==> config.mk <==
export PLATFORM = sky130hd
export DESIGN_NAME = ac_motor_deadtime
export DESIGN_NICKNAME = d
export VERILOG_FILES = /design/src/rtl/ac_motor_pkg.sv /design/src/rtl/ac_motor_deadtime.sv
export SDC_FILE = /design/constraint.sdc
export NUM_CORES = 1
export LEC_CHECK = 0
export CAP_MARGIN = 15
export CORE_UTILIZATION = 54
export CTS_BUF_LIST = sky130_fd_sc_hd__clkbuf_4 sky130_fd_sc_hd__clkbuf_8
export DETAILED_ROUTE_END_ITERATION = 6
export HOLD_SLACK_MARGIN = 0.02
export PLACE_DENSITY_LB_ADDON = 0.15
export SYNTH_ARGS = -nofsm -noshare
export SYNTH_HDL_FRONTEND = slang
export SYNTH_SLANG_ARGS = --single-unit
==> constraint.sdc <==
create_clock -name clk -period 2.1 [get_ports clk]
set_clock_uncertainty 0.15 [all_clocks]
set_input_delay 0.21 -clock clk [delete_from_list [all_inputs] [get_ports clk]]
set_output_delay 0.21 -clock clk [all_outputs]
set_load 0.01 [all_outputs]
==> src/rtl/ac_motor_pkg.sv <==
// Shared types and constants for the per-phase dead-time inserter.
package ac_motor_pkg;

  localparam int DT_WIDTH_DEF = 11;
  localparam int DT_MAX       = (1 << DT_WIDTH_DEF) - 1;

  typedef enum logic [2:0] {
    OFF     = 3'd0,
    LOW_ON  = 3'd1,
    DT_RISE = 3'd2,
    HIGH_ON = 3'd3,
    DT_FALL = 3'd4
  } state_e;

endpackage

==> src/rtl/ac_motor_deadtime.sv <==
// One inverter phase: PWM command -> complementary gate drives with dead time,
// short-pulse swallowing, and a sticky fault that holds both switches off.
module ac_motor_deadtime
  import ac_motor_pkg::*;
#(
  parameter int DT_WIDTH = DT_WIDTH_DEF
) (
  input  logic                clk,
  input  logic                reset,
  input  logic                enable,
  input  logic                pwm_in,
  input  logic [DT_WIDTH-1:0] dead_time,
  input  logic                fault,
  input  logic                fault_clear,
  output logic                gate_high,
  output logic                gate_low,
  output logic                dead_active,
  output logic                fault_latched
);

  state_e              state_q, state_d;
  logic [DT_WIDTH-1:0] cnt_q, cnt_d;
  logic                fault_latched_q, fault_latched_d;
  logic                gate_high_q, gate_low_q, dead_active_q;

  always_comb begin
    state_d         = state_q;
    cnt_d           = cnt_q;
    fault_latched_d = fault_latched_q;
    if (fault) begin
      fault_latched_d = 1'b1;
      state_d         = OFF;
    end else if (fault_latched_q) begin
      // The clearing edge itself still holds OFF; restart begins one edge later.
      state_d = OFF;
      if (fault_clear) fault_latched_d = 1'b0;
    end else if (!enable) begin
      state_d = OFF;
    end else begin
      case (state_q)
        OFF: begin
          state_d = pwm_in ? DT_RISE : DT_FALL;
          cnt_d   = dead_time;
        end
        LOW_ON: begin
          if (pwm_in) begin
            state_d = DT_RISE;
            cnt_d   = dead_time;
          end
        end
        HIGH_ON: begin
          if (!pwm_in) begin
            state_d = DT_FALL;
            cnt_d   = dead_time;
          end
        end
        DT_RISE: begin
          if (!pwm_in)                       state_d = LOW_ON;
          else if (cnt_q <= DT_WIDTH'(1))    state_d = HIGH_ON;
          else                               cnt_d   = cnt_q - DT_WIDTH'(1);
        end
        DT_FALL: begin
          if (pwm_in)                        state_d = HIGH_ON;
          else if (cnt_q <= DT_WIDTH'(1))    state_d = LOW_ON;
          else                               cnt_d   = cnt_q - DT_WIDTH'(1);
        end
        default: state_d = OFF;
      endcase
    end
  end

  // Gate outputs are decoded from the next state so they register on the same edge.
  always_ff @(posedge clk) begin
    if (reset) begin
      state_q         <= OFF;
      cnt_q           <= '0;
      fault_latched_q <= 1'b0;
      gate_high_q     <= 1'b0;
      gate_low_q      <= 1'b0;
      dead_active_q   <= 1'b0;
    end else begin
      state_q         <= state_d;
      cnt_q           <= cnt_d;
      fault_latched_q <= fault_latched_d;
      gate_high_q     <= (state_d == HIGH_ON);
      gate_low_q      <= (state_d == LOW_ON);
      dead_active_q   <= (state_d == DT_RISE) || (state_d == DT_FALL);
    end
  end

  assign gate_high     = gate_high_q;
  assign gate_low      = gate_low_q;
  assign dead_active   = dead_active_q;
  assign fault_latched = fault_latched_q;

endmodule

==> impl_metrics.prom <==
# TYPE chip_impl_metric gauge
chip_impl_info{name="outcome",value="completed"} 1
chip_impl_metric{name="holdBufCountCts",unit=""} 0
chip_impl_metric{name="mappedNetlistNets",unit=""} 156
chip_impl_metric{name="globalRouteOverflowTotal",unit=""} 0
chip_impl_metric{name="vias_in_the_first_global_route",unit=""} 964
chip_impl_metric{name="final_nets",unit=""} 176
chip_impl_info{name="cts_tree",value="done"} 1
chip_impl_metric{name="htreeDepth",unit=""} 1
chip_impl_metric{name="seq_area",unit="um2"} 360
chip_impl_metric{name="num_rows",unit=""} 16
chip_impl_metric{name="postCtsSetupRepairBufs",unit=""} 0
chip_impl_info{name="grt_setup_unrepaired",value="yes"} 1
chip_impl_info{name="synth.top_cells.by_area",value="dfxtp_1 (30%), a21oi_1 (7.5%), o32ai_2 (6.8%)"} 1
chip_impl_metric{name="cellLeakagePower",unit="nW"} 0.515
chip_impl_metric{name="cp_data_required_time",unit="ns"} 2.20
chip_impl_metric{name="clock_sink_count",unit=""} 18
chip_impl_metric{name="floorplan.die.width",unit="um"} 49.2
chip_impl_metric{name="clock_insertion_delay_worst_skew",unit="ns"} 0.30
chip_impl_metric{name="place.port_buffers",unit=""} 20
chip_impl_metric{name="drv_slew",unit=""} 0
chip_impl_metric{name="fmax",unit="GHz"} 0.503
chip_impl_metric{name="ys_ff_latch",unit=""} 18
chip_impl_metric{name="number_of_antenna_violations_at_the_first_check_in_global_routing",unit=""} 0
chip_impl_metric{name="areaGrowthSynthToFinish",unit="%"} 20.6
chip_impl_metric{name="period_share",unit="%"} 94.8
chip_impl_metric{name="final_hold_viol_count",unit=""} 0
chip_impl_metric{name="firstDrtPassIters",unit=""} 4
chip_impl_metric{name="vdd_ir_drop_max",unit="V"} 0.000455
chip_impl_metric{name="worst_setup_slack_before_clock_tree_synthesis",unit="ns"} -0.00782
chip_impl_metric{name="core_region_area",unit="um2"} 2020
chip_impl_metric{name="synth_seq_area_share",unit="%"} 30.0
chip_impl_info{name="cts-root-buf",value="clkbuf_4"} 1
chip_impl_metric{name="grt_pass1_wl",unit="um"} 4400
chip_impl_info{name="timing.hold.worst.class",value="flop to flop"} 1
chip_impl_info{name="crit_type",value="flop to flop"} 1
chip_impl_info{name="synth.top_cells.by_count",value="a21oi_1 (18), dfxtp_1 (18), nor2_1 (13), nand2_1 (12), inv_1 (6)"} 1
chip_impl_metric{name="post_route_cells_drive_above_1_share",unit="%"} 18.7
chip_impl_metric{name="setup_violations",unit=""} 0
chip_impl_metric{name="drt.antenna.violating_nets",unit=""} 0
chip_impl_metric{name="synth_edf_count",unit=""} 0
chip_impl_metric{name="power_density",unit="nW/um2"} 542
chip_impl_metric{name="synth_largest_type_area_fraction",unit="%"} 30.0
chip_impl_metric{name="gr-usage-all-layers",unit="%"} 23.4
chip_impl_metric{name="clkTransAtPathRegs",unit="ns"} 0.10
chip_impl_metric{name="placedInstanceArea",unit="um2"} 1400
chip_impl_metric{name="period_needed",unit="ns"} 1.99
chip_impl_metric{name="fillerInstances",unit=""} 171
chip_impl_metric{name="max_buffers_root_to_sink",unit=""} 2
chip_impl_metric{name="diodes",unit=""} 0
chip_impl_metric{name="syn_area",unit="um2"} 1200
chip_impl_metric{name="wl_per_cell",unit="um"} 14.2
chip_impl_metric{name="asyncSetResetFlopFracSynth",unit="%"} 0
chip_impl_info{name="endpoint_kind",value="flop"} 1
chip_impl_metric{name="synth.avg_cell_area",unit="um2"} 8.77
chip_impl_metric{name="cts_buffers",unit=""} 3
chip_impl_metric{name="routabilityCongestion",unit=""} 0.881
chip_impl_metric{name="worst_slew_pin_slew",unit="ns"} 0.382
chip_impl_metric{name="crit_fanout",unit=""} 4
chip_impl_metric{name="crit_arrival",unit="ns"} 2.09
chip_impl_metric{name="floorplan.initialDensity",unit="%"} 59.4
chip_impl_metric{name="netlist-cell-type-count",unit=""} 46
chip_impl_metric{name="ys_warn_count",unit=""} 0
chip_impl_metric{name="area_occupied_by_multi_input_gates",unit="um2"} 772
chip_impl_metric{name="drt_drc_violations_left",unit=""} 0
chip_impl_metric{name="ios",unit=""} 21
chip_impl_metric{name="viasPerCell",unit=""} 5.93
chip_impl_metric{name="layout_setup_ws",unit="ns"} 0.110
chip_impl_info{name="yosysTopAreaCell",value="dfxtp_1"} 1
chip_impl_metric{name="final_cell_area",unit="um2"} 1450
chip_impl_metric{name="gate_count_post_synth",unit=""} 137
chip_impl_metric{name="post-dp-hpwl",unit="um"} 1920
chip_impl_metric{name="max-cap-violations",unit=""} 0
chip_impl_metric{name="dr_total_vias",unit=""} 1079
chip_impl_metric{name="post_cts_resize_count",unit=""} 0
chip_impl_info{name="startpoint_type",value="flop"} 1
chip_impl_metric{name="design.die.area",unit="um2"} 2420
chip_impl_metric{name="drt_first_iter_violations",unit=""} 29
chip_impl_metric{name="route.final.wire_length",unit="um"} 2590
chip_impl_info{name="synth_top_flop_cell",value="dfxtp_1"} 1
chip_impl_metric{name="maxSlewHeadroom",unit="%"} 74.3
chip_impl_metric{name="grt_max_degree",unit=""} 22
chip_impl_metric{name="die_h",unit="um"} 49.2
## stage by stage
stage                     cells  util [%]  power [mW]  hold WS, ns  TNS [ns]
after floorplan             137         -       0.541        0.177         0
after global placement      179      69.4       0.603        0.336         0
after detailed placement    179      69.4       0.607        0.353   -0.0103
after CTS                   182      70.5       0.776        0.372         0
after global routing        182      71.7       0.831        0.393         0
final                       182      71.7       0.786        0.372         0
## state kept, by name (all words and copies together) (netlist names)
register       cells
gate_low           1
fault_latched      1
cnt_q             11
state_q            3
dead_active        1
gate_high          1
## report_power, final
group,switching [mW],internal [mW]
sequential,0.0205,0.357
clock,0.106,0.0669
combinational,0.119,0.116
total,0.246,0.540
## layer usage
| metal | global-route usage [%] | up-vias | wire length, um |
|---|---|---|---|
| met4 | 8.82 | 0 | 40 |
| li1 | - | 552 | - |
| met5 | 0 | - | 0 |
| met1 | 34.9 | 490 | 1290 |
| met2 | 34.0 | 32 | 1150 |
| met3 | 2.80 | 5 | 105 |
## final timing paths
| check | startpoint | to | cells past startpoint | slack [ns] |
|---|---|---|---|---|
| max | cnt_q[1] | cnt_q[10] | 7 | 0.11 |
| min | cnt_q[7] | cnt_q[7] | 2 | 0.37 |
| max reg2reg | cnt_q[1] | cnt_q[10] | 7 | 0.11 |
| min reg2reg | cnt_q[7] | cnt_q[7] | 2 | 0.37 |
## layout by cell type, fill, tap and decap left out, types with 2 or more instances in the layout
| master | instances |
|---|---|
| clkdlybuf4s50_1 | 20 |
| o211ai_1 | 2 |
| a211oi_2 | 2 |
| o21ai_0 | 2 |
| nor4_1 | 2 |
| nor2_1 | 13 |
| o32ai_2 | 5 |
| and3_1 | 2 |
| a221oi_1 | 2 |
| a22oi_1 | 2 |
| o32ai_1 | 3 |
| a21oi_1 | 18 |
| clkbuf_4 | 3 |
| nor2_4 | 2 |
| buf_4 | 5 |
| nand2_1 | 12 |
| nor3_1 | 2 |
| o21a_1 | 3 |
| nand3_1 | 5 |
| a31o_4 | 2 |
| nor3b_1 | 2 |
| inv_1 | 6 |
| nor4_2 | 2 |
| dfxtp_1 | 18 |
## critical path: stages, from the launching register on
cell and delay [ns]:
dfxtp_1 0.35, inv_1 0.15, ha_4 0.17, or4b_4 0.52, nor2_4 0.15, nand3_1 0.09
a221o_1 0.32, nand2_1 0.05
## logic make-up after synthesis
logic type | Yosys count | synth area share (%)
XOR/XNOR | 3 | 2.81
flip-flops | 18 | 30.0
AND/OR/NAND/NOR | 52 | 25.5
multiplexers | 1 | 0.833
buffers and inverters | 16 | 7.71
adder cells (fa/ha/maj) | 2 | 2.08
AO/OA/AOI/OAI | 45 | 31.0
## area by class of cell
cell class | instances | share of cell area (%)
well taps | 27 | 2.33
clock buffers | 3 | 1.55
multi-input cells | 103 | 53.3
flip-flops and latches | 18 | 24.9
repair buffers | 25 | 16.4
inverters | 6 | 1.55
(Power assumes the default switching activity.)
